`config.mk`:
```
export PLATFORM = sky130hd
export DESIGN_NAME = sum_accumulator
export DESIGN_NICKNAME = d
export VERILOG_FILES = /design/src/rtl/sum_acc_pkg.sv /design/src/rtl/sum_acc_sat_add.sv /design/src/rtl/sum_accumulator.sv
export SDC_FILE = /design/constraint.sdc
export NUM_CORES = 1
export LEC_CHECK = 0
export ABC_AREA = 1
export BUFFER_PORTS_ARGS = -buffer_cell sky130_fd_sc_hd__buf_2
export CORE_UTILIZATION = 51
export DETAILED_ROUTE_END_ITERATION = 7
export GPL_ROUTABILITY_DRIVEN = 0
export PLACE_DENSITY_LB_ADDON = 0.1
export SYNTH_ARGS = -nofsm -noshare
export SYNTH_HDL_FRONTEND = slang
export SYNTH_SLANG_ARGS = --single-unit
```
`constraint.sdc`:
```
create_clock -name clk -period 2.03 [get_ports clk]
set_clock_uncertainty 0.05 [all_clocks]
set_input_delay 0.3045 -clock clk [delete_from_list [all_inputs] [get_ports clk]]
set_output_delay 0.3045 -clock clk [all_outputs]
set_load 0.01 [all_outputs]
```
`src/rtl/sum_acc_pkg.sv`:
```
// Shared types and default widths for the sum accumulator and its adder sub-module.
package sum_acc_pkg;

  localparam int SUM_W_DEF = 17;
  localparam int ACC_W_DEF = 20;
  localparam int CNT_W_DEF = 7;

  typedef enum logic [1:0] {
    IDLE = 2'd0,
    ACC  = 2'd1,
    DONE = 2'd2
  } state_t;

endpackage

```
`src/rtl/sum_acc_sat_add.sv`:
```
// Combinational (ACC_W+1)-bit add of the running total and a zero-extended sample.
// Clamps to all-ones on carry when SUM_ACC_SAT_EN is defined; wraps otherwise.
module sum_acc_sat_add
  import sum_acc_pkg::*;
#(
  parameter int ACC_W = ACC_W_DEF,
  parameter int SUM_W = SUM_W_DEF
) (
  input  logic [ACC_W-1:0] i_acc,
  input  logic [SUM_W-1:0] i_sample,
  output logic [ACC_W-1:0] o_acc_next,
  output logic             o_carry
);

  logic [ACC_W:0] w_sum;

  assign w_sum   = {1'b0, i_acc} + (ACC_W+1)'(i_sample);
  assign o_carry = w_sum[ACC_W];

`ifdef SUM_ACC_SAT_EN
  // A clamped total stays clamped: any further non-zero sample carries again.
  assign o_acc_next = o_carry ? '1 : w_sum[ACC_W-1:0];
`else
  assign o_acc_next = w_sum[ACC_W-1:0];
`endif

endmodule

```
`src/rtl/sum_accumulator.sv`:
```
// Accumulates a programmed number of adder samples and presents the total over valid/ready.
// Optional saturation is selected by the SUM_ACC_SAT_EN macro (see sum_acc_sat_add).
module sum_accumulator
  import sum_acc_pkg::*;
#(
  parameter int SUM_W = SUM_W_DEF,
  parameter int ACC_W = ACC_W_DEF,
  parameter int CNT_W = CNT_W_DEF
) (
  input  logic             clk,
  input  logic             reset,
  input  logic             start,
  input  logic [CNT_W-1:0] num_samples,
  input  logic [SUM_W-1:0] sum_in,
  input  logic             sum_valid,
  input  logic             acc_ready,
  output logic [ACC_W-1:0] acc_out,
  output logic             acc_valid,
  output logic             busy,
  output logic             ovf,
  output state_t           dbg_state
);

  // Output handshake: acc_out/ovf are final while acc_valid is high; the result is
  // consumed at a rising edge where acc_valid && acc_ready, and acc_valid may not
  // drop before that edge.

  state_t           r_state;
  logic [CNT_W-1:0] r_cnt;
  logic [ACC_W-1:0] r_acc;
  logic             r_ovf;
  logic             r_acc_valid;
  logic             r_busy;

  logic [ACC_W-1:0] w_acc_next;
  logic             w_carry;

  sum_acc_sat_add #(
    .ACC_W (ACC_W),
    .SUM_W (SUM_W)
  ) u_add (
    .i_acc      (r_acc),
    .i_sample   (sum_in),
    .o_acc_next (w_acc_next),
    .o_carry    (w_carry)
  );

  always_ff @(posedge clk or negedge reset) begin
    if (!reset) begin
      r_state     <= IDLE;
      r_cnt       <= '0;
      r_acc       <= '0;
      r_ovf       <= 1'b0;
      r_acc_valid <= 1'b0;
      r_busy      <= 1'b0;
    end else begin
      case (r_state)
        IDLE: begin
          if (start) begin
            r_acc  <= '0;
            r_ovf  <= 1'b0;
            r_cnt  <= num_samples;
            r_busy <= 1'b1;
            // A zero-length run skips accumulation and reports a zero total.
            if (num_samples == '0) begin
              r_state     <= DONE;
              r_acc_valid <= 1'b1;
            end else begin
              r_state <= ACC;
            end
          end
        end
        ACC: begin
          if (sum_valid) begin
            r_acc <= w_acc_next;
            r_ovf <= r_ovf | w_carry;
            r_cnt <= r_cnt - CNT_W'(1);
            if (r_cnt == CNT_W'(1)) begin
              r_state     <= DONE;
              r_acc_valid <= 1'b1;
            end
          end
        end
        DONE: begin
          if (acc_ready) begin
            r_state     <= IDLE;
            r_acc_valid <= 1'b0;
            r_busy      <= 1'b0;
          end
        end
        default: begin
          r_state     <= IDLE;
          r_acc_valid <= 1'b0;
          r_busy      <= 1'b0;
        end
      endcase
    end
  end

  assign acc_out   = r_acc;
  assign acc_valid = r_acc_valid;
  assign busy      = r_busy;
  assign ovf       = r_ovf;
  assign dbg_state = r_state;

endmodule

```
# --- Word level (Yosys, flattened, before mapping) ---
# Index checks and enable logic that the tools add are counted.
totals:
  reg_bits: 32
  input_bits: 29
  out_inout_bits: 25
  elab_cells: 48
op_classes:
  n_addsub: 2
  n_eq_ne: 8
  mux: 23
  bitwise_logic: 2
  reduce_logical: 7
ops:
  columns: ["cell", "count"]
  rows:
  - ["2-to-1 mux 20 bit", 2]
  - ["one-hot mux 20 bit (2 select lines)", 1]
  - ["adder 20 x 17 -> 21 bit", 1]
  - ["2-to-1 mux 7 bit", 2]
  - ["one-hot mux 7 bit (2 select lines)", 1]
  - ["2-to-1 mux 2 bit", 5]
  - ["!= test 2 bit, second input constant", 5]
  - ["2-to-1 mux 1 bit", 8]
  - ["== test 7 x 1 -> 1 bit, second input constant", 1]
  - ["logical NOT 7 bit", 1]
  - ["subtractor 7 x 1 -> 7 bit, second input constant", 1]
  - ["one-hot mux 1 bit (3 select lines)", 2]
  - ["one-hot mux 2 bit (3 select lines)", 1]
  - ["AND reduction 3 bit", 2]
  - ["AND reduction 5 bit", 1]
  - ["AND reduction 4 bit", 1]
  - ["== test 2 x 1 -> 1 bit, second input constant", 1]
  - ["== test 2 bit, second input constant", 1]
  - ["logical NOT 2 bit", 1]
  - ["one-hot mux 1 bit (2 select lines)", 1]
  - ["nonzero test 2 bit", 1]
  - ["inverter 1 bit", 1]
  - ["bitwise OR 1 bit", 1]

# --- Depth between registers and ports, before layout ---
# Gate-level depths: netlist (run 1).
depth:
  ltp_word: 4
  ltp_mapped: 13
  mapped_depth_nobuf: 13

# --- Cells and area by module ---
# Synthesis (run 1) repeated with hierarchy kept, for this count alone.
hier_totals:
  cells_unflattened: 417
  hier_area_um2: 2731.4
by_module_without_submodules:
  columns: ["module", "instances", "cells_per_inst", "area_per_inst_um2", "seq_area_each_um2"]
  rows:
  - ["sum_accumulator", 1, 193, 1545.2, 800.8]
  - ["sum_acc_sat_add", 1, 224, 1186.1, 0.0]

# --- Least setup slack after synthesis (run 1) ---
# OpenSTA, ideal clock, no wires.
synth_timing:
  path_kind: "register to register"
  from: "register r_acc[0], in the netlist acc_out[0]"
  to: "register r_acc[16], in the netlist acc_out[16]"
  setup_ps: 119
  t_arrival_ps: 1710
  path_slack_ps: 151
  path_stages_with_launch: 11
  path_buffers: 0
  synth_period_minus_slack_ps: 1879
  cell_sequence: "dfrtp_1 > ha_1 > fa_1 > nand3_1 > nand3_1 > nand2_1 > nand2_1 > nand3_1 > nand2_1 > nor2_1 > o21ai_2"
synth_via:
  elab_chain_cells: 3
synth_lines:
  columns: ["item", "line_no", "rtl"]
  rows:
  - ["from (decl)", "sum_accumulator.sv:30", "logic [ACC_W-1:0] r_acc;"]
  - ["from (signal assigned)", "sum_accumulator.sv:75", "r_acc <= w_acc_next;"]
  - ["adder 20 x 17 -> 21 bit", "sum_acc_sat_add.sv:17", "assign w_sum = {1'b0, i_acc} + (ACC_W+1)'(i_sample);"]
  - ["2-to-1 mux 20 bit", "sum_accumulator.sv:74", "if (sum_valid) begin"]
  - ["one-hot mux 20 bit (2 select lines)", "sum_accumulator.sv:57", "case (r_state)"]
# Every way passes these cells. The select of a mux whose other input is x is not followed.
# A chain may end at the register's enable or synchronous reset.

# --- Worst setup path after layout (run 1) ---
layout_timing:
  from: "register r_acc[6], in the netlist acc_out[6]"
  to: "register r_acc[15], in the netlist acc_out[15]"
# Same word-level chain as after synthesis.

==> results of run 1 <==
-- state kept, by name (all words and copies together) (netlist names) --
signal and count:
acc_out 20, acc_valid 1, busy 1, dbg_state 2, ovf 1, r_cnt 7
-- cells in the final DEF, fill, tap and decap left out, drive strengths merged --
cell type / netlist / routed
a21oi: 26 / 26
bufinv: 0 / 1
nand3b: 2 / 2
o211ai: 1 / 1
and2: 3 / 3
nand4: 3 / 3
o21bai: 1 / 1
fa: 1 / 1
nor4: 1 / 1
a21boi: 1 / 1
buf: 4 / 53
xor2: 2 / 2
ha: 19 / 19
o221ai: 1 / 1
xnor2: 3 / 3
nor2: 35 / 35
nand2: 132 / 132
clkinv: 1 / 2
inv: 44 / 44
a22o: 2 / 2
a31o: 1 / 1
nor3: 2 / 2
nor3b: 1 / 1
nand3: 22 / 22
a22oi: 1 / 1
or2: 1 / 1
o22ai: 2 / 2
o211a: 1 / 1
clkbuf: 0 / 6
dfrtp: 32 / 32
o21ai: 30 / 30
-- what timing repair did --
action,CTS,global route
gates resized for setup,1,5
hold buffers,0,0
setup endpoints to repair,1,8
-- kinds of logic (layout without fill, tap and decap cells) --
kind of cell             after synthesis  after routing
AO/OA/AOI/OAI                         67             67
XOR/XNOR                               5              5
adder cells (fa/ha/maj)               20             20
buffers and inverters                 49            106
flip-flops                            32             32
AND/OR/NAND/NOR                      202            202
-- metal layers --
metal  GRT usage [%]  share of wire [%]  vias to the layer above  routed length, um
li1                -                  -                     1340                  -
met1            31.1                 47                     1150               2960
met2            42.1                 48                       51               2990
met3            4.25                3.1                        9                196
met4            8.33                1.4                        0                 89
met5               0                  0                        -                  0
-- layout make-up --
| class | instances | area, um2 | share of cell area, % |
|---|---|---|---|
| multi-input combinational | 294 | 1600 | 52.4 |
| sequential | 32 | 801 | 26.3 |
| timing repair buffer | 53 | 265 | 8.71 |
| inverter | 45 | 191 | 6.29 |
| tap | 67 | 83.8 | 2.75 |
| clock buffer | 6 | 72.6 | 2.38 |
| clock inverter | 2 | 35.0 | 1.15 |
-- where the power goes --
group	internal, mW	switching, mW
clock	0.364	0.251
sequential	0.915	0.212
combinational	0.986	1.72
-- worst max-delay path by stage --
stage	start	to	slack, ns	depth (start not counted)
after floorplan	acc_out[0]$_DFFE_PN0P_	acc_out[16]$_DFFE_PN0P_	0.15	10
after global placement	sum_in[0]	acc_out[16]$_DFFE_PN0P_	0.03	11
after detailed placement	sum_in[0]	acc_out[16]$_DFFE_PN0P_	-0.02	11
after CTS	acc_out[0]$_DFFE_PN0P_	acc_out[18]$_DFFE_PN0P_	0.02	12
after global routing	acc_out[0]$_DFFE_PN0P_	acc_out[18]$_DFFE_PN0P_	-0.02	12
final	acc_out[6]$_DFFE_PN0P_	acc_out[15]$_DFFE_PN0P_	0.14	10
-- metrics by stage --
| step | hold WS, ns | total power, mW | util [%] | area [um2] |
|---|---|---|---|---|
| after global routing | 0.112 | 4.90 | 62.8 | 3050 |
| after detailed placement | 0.377 | 3.80 | 60.1 | 2920 |
| after floorplan | -0.0411 | 3.18 | - | 2630 |
| after global placement | 0.375 | 3.76 | 60.1 | 2920 |
| after CTS | 0.0691 | 4.44 | 62.5 | 3030 |
| final | 0.0292 | 4.45 | 62.8 | 3050 |
-- worst max-delay path: stages, from the launching register on --
cell and delay (ns):
dfrtp_1 0.40, ha_1 0.37, nand2_1 0.13, nor2_1 0.17, nand2_1 0.07, nand3_1 0.18, nand3_1 0.14, nand2_1 0.09
nand2_1 0.05, nand3_1 0.08, nand2_1 0.05
==> out/results.ini, run 1 <==
[power_and_ir_drop]
power_density_mw_per_mm2=1460
leakage_nw=1.67
peakVddDrop_mv=0.797

[clocking]
clk_latency_ns=0.29
clk_path_buf_depth=2
cts_sinks=32
post_cts_buffers=0
numCtsBuffers=5
clk_pin_slew_ns=0.07
cts_tree=done
h-tree-depth=2
cts_root_buf=clkbuf_8

[global_route]
grt_pass1_vias=2355
grt-ovfl-total=0
antenna_found_initial=0
grt_pass1_wl_um=10200
grt_usage_pct=24.6
grt_start_max_net_pins=33

[timing]
maxSlewHeadroom_pct=49.0
final-hold-violation-count=0
fin_crit_sh_pct=92.9
fin_ws_ns=0.144
drv_slew=0
setup_violations=0
setup_tns_ns=0
period_needed_ns=1.89
fmax_mhz=530
tightest_slew_ns=0.764

[place]
dpl.hpwl_um=4770
dpl.cell_count=491
portBuffers=53
preCtsSetupSlack_ns=-0.0205

[cells_and_area]
antenna_cells=0
drive_above_1_share_pct=20.8
area_growth_pct=15.8
finalNonFillerCells=499
n_fill_cell=468
fin_nets=480

[detailed_routing]
first_iter_violations=171
ant_nets=0
drt-pass1-iter-count=4
drt_wl_total_um=6240
routed_via_density=5.11
num_vias=2550
wl_per_cell_um=12.5
drc=0

[die]
start_util_pct=54.2
top_level_ports=54
rows=25
die_w_um=73.8
dieHeight_um=73.8
dieArea_mm2=0.00545
core_mm2=0.00485

[logic_synthesis]
yosys.area_share.adder_pct=9.80
synth_top_family_by_area=simple AND/OR/NAND/NOR gates
synth_area_leaders=dfrtp_1, nand2_1, ha_1
synthCells=375
synth.area.mux_share_pct=0
yosysTopAreaCellShare_pct=30.5
synth_area_leader_cell=dfrtp_1
synth-simple-area-share_pct=33.6
syn-num-nets=424
yosys-top-cells-count=nand2_1, inv_1, nor2_1
synth_seq_area_share_pct=30.5
syn-mean-instance-area_um2=7.01
synth-xor-area-share_pct=1.67
synth_edf_count=0
synth_cell_types=41
synth_ff_type=dfrtp_1
yosysWarnings=0
synth_area_mm2=0.00263
synth-async-reset-ratio_pct=100
ys_seq_elements=32
synth.most_common_cell=nand2_1
synth_compound_area_share_pct=14.9

[setup_path]
reg2regPathDepth=10
cp_max_fo=5
r2r_start=acc_out[6]$_DFFE_PN0P_
worstSetupStartpointType=flip-flop
worstPathRequired_ns=2.16
reg2reg_to=acc_out[15]$_DFFE_PN0P_
cp_data_arrival_time_ns=2.02
crit_type=flip-flop to flip-flop
r2r_slack_ns=0.14
end_kind=flip-flop

[run_status]
status=completed

[run]
max_cap_violations=0

[worst_hold_path]
min_path_type=input pin to async pin

Power figures use the tool's default switching activity.
==> inputs of run 2 (changes only) <==
==> constraint.sdc (replaced) <==
create_clock -name clk -period 2.03 [get_ports clk]
set_clock_uncertainty 0.05 [all_clocks]
set_input_delay 0.1015 -clock clk [delete_from_list [all_inputs] [get_ports clk]]
set_output_delay 0.1015 -clock clk [all_outputs]
set_load 0.01 [all_outputs]
==> out/results.ini, run 2 (synthesized netlist as in run 1, its figures left out) <==
[clocking]
clk_path_buf_depth=2  ; unchanged
cts_tree=done  ; unchanged
clk_pin_slew_ns=0.07  ; about the same
cts_sinks=32  ; unchanged
numCtsBuffers=5  ; unchanged
post_cts_buffers=0  ; unchanged
cts_root_buf=clkbuf_8  ; unchanged
clk_latency_ns=0.29  ; about the same
h-tree-depth=2  ; unchanged

[cells_and_area]
final_area_mm2=0.00307  ; was 0.00305 mm2
layout_commonest_cell=nand2_1  ; unchanged
final_cell_mix=nand2_1, buf_2, inv_1  ; unchanged
fin_nets=482  ; was 480
drive_above_1_share_pct=20.7  ; was 20.8%
largest_reg_flops=20  ; unchanged
antenna_cells=0  ; unchanged
area_growth_pct=16.6  ; was 15.8%
utilization_pct=63.2  ; was 62.8%
n_fill_cell=477  ; was 468
finalNonFillerCells=501  ; was 499

[setup_path]
r2r_slack_ns=0.15  ; was 0.14 ns
worstPathRequired_ns=2.16  ; about the same
end_kind=flip-flop  ; unchanged
r2r_start=acc_out[2]$_DFFE_PN0P_  ; was acc_out[6]$_DFFE_PN0P_
cp_max_fo=5  ; unchanged
worstSetupStartpointType=flip-flop  ; unchanged
reg2reg_to=acc_out[11]$_DFFE_PN0P_  ; was acc_out[15]$_DFFE_PN0P_
reg2regPathDepth=9  ; was 10
cp_data_arrival_time_ns=2.01  ; was 2.02 ns
crit_type=flip-flop to flip-flop  ; unchanged

[die]
dieHeight_um=73.8  ; unchanged
rows=25  ; unchanged
core_mm2=0.00485  ; unchanged
start_util_pct=54.2  ; unchanged
dieArea_mm2=0.00545  ; unchanged
die_w_um=73.8  ; unchanged
top_level_ports=54  ; unchanged

[detailed_routing]
drt-pass1-iter-count=4  ; unchanged
dr_wl_met2_um=2950  ; was 2990 um
first_iter_violations=156  ; was 171
drt_wl_total_um=6050  ; was 6240 um
routed_via_density=5.15  ; was 5.11
top_layer=met4  ; unchanged
drc=0  ; unchanged
wl_per_cell_um=12.1  ; was 12.5 um
num_vias=2582  ; was 2550
wl_met3_um=228  ; was 196 um
ant_nets=0  ; unchanged
met1_length_um=2780  ; was 2960 um

[global_route]
grt-ovfl-total=0  ; unchanged
antenna_found_initial=0  ; unchanged
grt_pass1_wl_um=10400  ; was 10200 um
grt_pass1_vias=2423  ; was 2355
grt_usage_pct=25.0  ; was 24.6%
grt_start_max_net_pins=33  ; unchanged

[timing]
fin_ws_ns=0.148  ; was 0.144 ns
fmax_mhz=531  ; was 530 MHz
setup_violations=0  ; unchanged
hold_ws_ns=0.0174  ; was 0.0292 ns
grt_setup_unrepaired=no
tightest_slew_ns=0.763  ; was 0.764 ns
period_needed_ns=1.88  ; was 1.89 ns
drv_slew=0  ; unchanged
fin_crit_sh_pct=92.7  ; was 92.9%
maxSlewHeadroom_pct=49.1  ; was 49.0%
setup_tns_ns=0  ; unchanged
final-hold-violation-count=0  ; unchanged

[run]
max_cap_violations=0  ; unchanged

[power_and_ir_drop]
peakVddDrop_mv=0.793  ; was 0.797 mV
power_density_mw_per_mm2=1440  ; was 1460 mW/mm2
leakage_nw=1.68  ; was 1.67 nW
power_mw=4.43  ; was 4.45 mW

[place]
place_area_mm2=0.00292  ; unchanged
dpl.cell_count=491  ; unchanged
dpl.hpwl_um=4710  ; was 4770 um
portBuffers=53  ; unchanged
preCtsSetupSlack_ns=0.00729  ; was -0.0205 ns

[worst_hold_path]
hold_depth=3
min_from=num_samples[3]
min_path_type=input pin to flip-flop  ; was input pin to async pin
whs_endpoint=r_cnt[3]$_DFFE_PN0P_

[run_status]
status=completed  ; unchanged

[run 2: critical path, stage by stage, from the launching register on]
cell,delay [ns]
dfrtp_1,0.40
ha_1,0.36
nand2_1,0.12
nand3_1,0.18
nand2_1,0.10
nand3_1,0.18
nand2_1,0.11
nand2_1,0.09
nor2_1,0.12
o21ai_2,0.07
[run 2: area by class of cell]
cell class                      instances  area [um2]  area share [%]
Inverter                               45         191            6.24
Tap cell                               67        83.8            2.73
Timing Repair Buffer                   55         285            9.31
Sequential cell                        32         801            26.1
Clock buffer                            6        72.6            2.37
Multi-Input combinational cell        294        1600            52.1
Clock inverter                          2        35.0            1.14
[run 2: report_power, final]
part	switching, mW	internal [mW]	total [mW]
Sequential	0.210	0.915	1.13
Combinational	1.70	0.988	2.69
Clock	0.250	0.364	0.614
[run 2: how the worst max path moves through the flow]
stage | from | end | slack, ns
finish | acc_out[2]$_DFFE_PN0P_ | acc_out[11]$_DFFE_PN0P_ | 0.15
global route | acc_out[0]$_DFFE_PN0P_ | acc_out[16]$_DFFE_PN0P_ | 0.02
CTS | acc_out[0]$_DFFE_PN0P_ | acc_out[16]$_DFFE_PN0P_ | 0.003
detailed placement | acc_out[0]$_DFFE_PN0P_ | acc_out[16]$_DFFE_PN0P_ | 0.007
global placement | acc_out[0]$_DFFE_PN0P_ | acc_out[16]$_DFFE_PN0P_ | 0.08
floorplan | acc_out[0]$_DFFE_PN0P_ | acc_out[16]$_DFFE_PN0P_ | 0.15
[run 2: metal layers]
layer,track usage [%],vias up
met5,0,-
met2,43.9,60
met3,4.53,11
met1,30.9,1175
met4,7.91,0
li1,-,1336
[run 2: repair_timing]
item,in CTS,in global routing
resized for setup,0,6
hold endpoints to repair,33,0
hold buffers,2,0
setup endpoints to repair,0,7
==> inputs of run 3 (changes only) <==
Settings changed: PLACE_DENSITY from default to 0.78, PLACE_DENSITY_LB_ADDON 0.1 to default.
==> out/results.ini, run 3 (synthesized netlist as in run 1, its figures left out) <==
[power_and_ir_drop]
p_int_mw=2.27  ; about the same
power_density_mw_per_mm2=1450  ; was 1440 mW/mm2
pwr-share-seq_pct=25.6  ; was 25.4%
leakage_nw=1.69  ; was 1.68 nW
peakVddDrop_mv=0.754  ; was 0.793 mV
power_mw=4.45  ; was 4.43 mW
clkPwrFrac_pct=14.1  ; was 13.9%
combPwrFrac_pct=60.4  ; was 60.7%
p_switching_mw=2.18  ; was 2.16 mW
switching_share_pct=49.1  ; was 48.8%

[global_route]
grt-ovfl-total=0  ; unchanged
grt_start_max_net_pins=33  ; unchanged
grt_pass1_wl_um=10300  ; was 10400 um
grt_pass1_vias=2364  ; was 2423
antenna_found_initial=0  ; unchanged
grt_usage_pct=24.8  ; was 25.0%

[clocking]
cts_tree=done  ; unchanged
cts_sinks=32  ; unchanged
h-tree-depth=2  ; unchanged
clk_path_buf_depth=2  ; unchanged
numCtsBuffers=5  ; unchanged
cts_root_buf=clkbuf_8  ; unchanged
clk_latency_ns=0.29  ; about the same
clk_pin_slew_ns=0.07  ; about the same

[place]
dpl.cell_count=491  ; unchanged
portBuffers=53  ; unchanged
dpl.hpwl_um=4750  ; was 4710 um
place_area_mm2=0.00292  ; unchanged

[setup_path]
worstSetupStartpointType=flip-flop  ; unchanged
r2r_slack_ns=0.18  ; was 0.15 ns
cp_data_arrival_time_ns=1.97  ; was 2.01 ns
r2r_start=acc_out[0]$_DFFE_PN0P_  ; was acc_out[2]$_DFFE_PN0P_
worstPathRequired_ns=2.16  ; about the same
cp_max_fo=4  ; was 5
reg2regPathDepth=10  ; was 9
crit_type=flip-flop to flip-flop  ; unchanged
end_kind=flip-flop  ; unchanged
reg2reg_to=acc_out[16]$_DFFE_PN0P_  ; was acc_out[11]$_DFFE_PN0P_

[cells_and_area]
largest_reg_flops=20  ; unchanged
drive_above_1_share_pct=21.2  ; was 20.7%
area_growth_pct=16.9  ; was 16.6%
finalNonFillerCells=501  ; unchanged
final_cell_mix=nand2_1, buf_2, inv_1  ; unchanged
layout_commonest_cell=nand2_1  ; unchanged
fin_nets=482  ; unchanged
final_area_mm2=0.00307  ; about the same
antenna_cells=0  ; unchanged

[timing]
tightest_slew_ns=0.720  ; was 0.763 ns
setup_tns_ns=0  ; unchanged
final-hold-violation-count=0  ; unchanged
fmax_mhz=541  ; was 531 MHz
period_needed_ns=1.85  ; was 1.88 ns
drv_slew=0  ; unchanged
fin_crit_sh_pct=91.1  ; was 92.7%
setup_violations=0  ; unchanged
maxSlewHeadroom_pct=52.0  ; was 49.1%
hold_ws_ns=0.0300  ; was 0.0174 ns
grt_setup_unrepaired=no  ; unchanged

[die]
core_mm2=0.00485  ; unchanged
start_util_pct=54.2  ; unchanged
top_level_ports=54  ; unchanged
dieArea_mm2=0.00545  ; unchanged
die_w_um=73.8  ; unchanged
dieHeight_um=73.8  ; unchanged
rows=25  ; unchanged

[run_status]
status=completed  ; unchanged

[detailed_routing]
ant_nets=0  ; unchanged
wl_per_cell_um=12.1  ; about the same
num_vias=2543  ; was 2582
drt_wl_total_um=6080  ; was 6050 um
routed_via_density=5.08  ; was 5.15
drc=0  ; unchanged
drt-pass1-iter-count=4  ; unchanged
first_iter_violations=164  ; was 156

[worst_hold_path]
whs_endpoint=r_cnt[3]$_DFFE_PN0P_  ; unchanged
hold_depth=3  ; unchanged
min_path_type=input pin to flip-flop  ; unchanged
min_from=num_samples[3]  ; unchanged

[run]
max_cap_violations=0  ; unchanged

==> run 3: worst max-delay path by stage <==
stage                            from                       to  depth (start not counted)
2_1_floorplan  acc_out[0]$_DFFE_PN0P_  acc_out[16]$_DFFE_PN0P_                         10
3_3_place_gp   acc_out[0]$_DFFE_PN0P_  acc_out[16]$_DFFE_PN0P_                         10
3_5_place_dp   acc_out[0]$_DFFE_PN0P_  acc_out[16]$_DFFE_PN0P_                         10
4_1_cts        acc_out[0]$_DFFE_PN0P_  acc_out[16]$_DFFE_PN0P_                         10
5_1_grt        acc_out[0]$_DFFE_PN0P_  acc_out[16]$_DFFE_PN0P_                         10
6_report       acc_out[0]$_DFFE_PN0P_  acc_out[16]$_DFFE_PN0P_                         10
==> run 3: layout make-up <==
type,count,area (um2)
clock buffers,5,68.8
clock inverters,3,42.5
fillers,445,1770
inverters,45,191
multi-input cells,294,1600
flip-flops and latches,32,801
well taps,67,83.8
repair buffers,55,285
==> run 3: through the flow <==
step,worst slack (ns),util (%)
2_1_floorplan,0.151,-
3_3_place_gp,0.0884,60.1
3_5_place_dp,0.0117,60.1
4_1_cts,0.0472,62.9
5_1_grt,0.00977,63.4
6_report,0.182,63.4
==> run 3: power groups by stage <==
stage | sequential [mW] | clock, mW | combinational [mW]
finish | 1.14 | 0.626 | 2.69
floorplan | 1.21 | 0 | 1.98
detailed placement | 1.15 | 0 | 2.65
global route | 1.18 | 0.665 | 3.07
CTS | 1.13 | 0.639 | 2.67
global placement | 1.13 | 0 | 2.59
==> run 3: layer usage <==
| metal | GRT usage, % | up-vias | wire (um) |
|---|---|---|---|
| li1 | - | 1335 | - |
| met1 | 33.2 | 1134 | 2910 |
| met2 | 40.6 | 69 | 2810 |
| met3 | 4.66 | 5 | 316 |
| met4 | 7.05 | 0 | 46 |
| met5 | 0 | - | 0 |
==> run 3: what timing repair did <==
action | in CTS | in global routing
gates resized for setup | 1 | 6
endpoints found under the hold margin | 33 | 0
cloned | 0 | 0
setup endpoints to repair | 1 | 9
hold buffers | 2 | 0
setup buffers | 0 | 0
==> run 3: worst max-delay path: stages, from the launching register on <==
cell and delay, ns:
dfrtp_1 0.41, ha_2 0.21, fa_2 0.37, nand3_2 0.09
nand3_2 0.11, nand2_1 0.08, nand2_1 0.09, nand3_1 0.08
nand2_1 0.06, nor2_1 0.12, o21ai_2 0.07
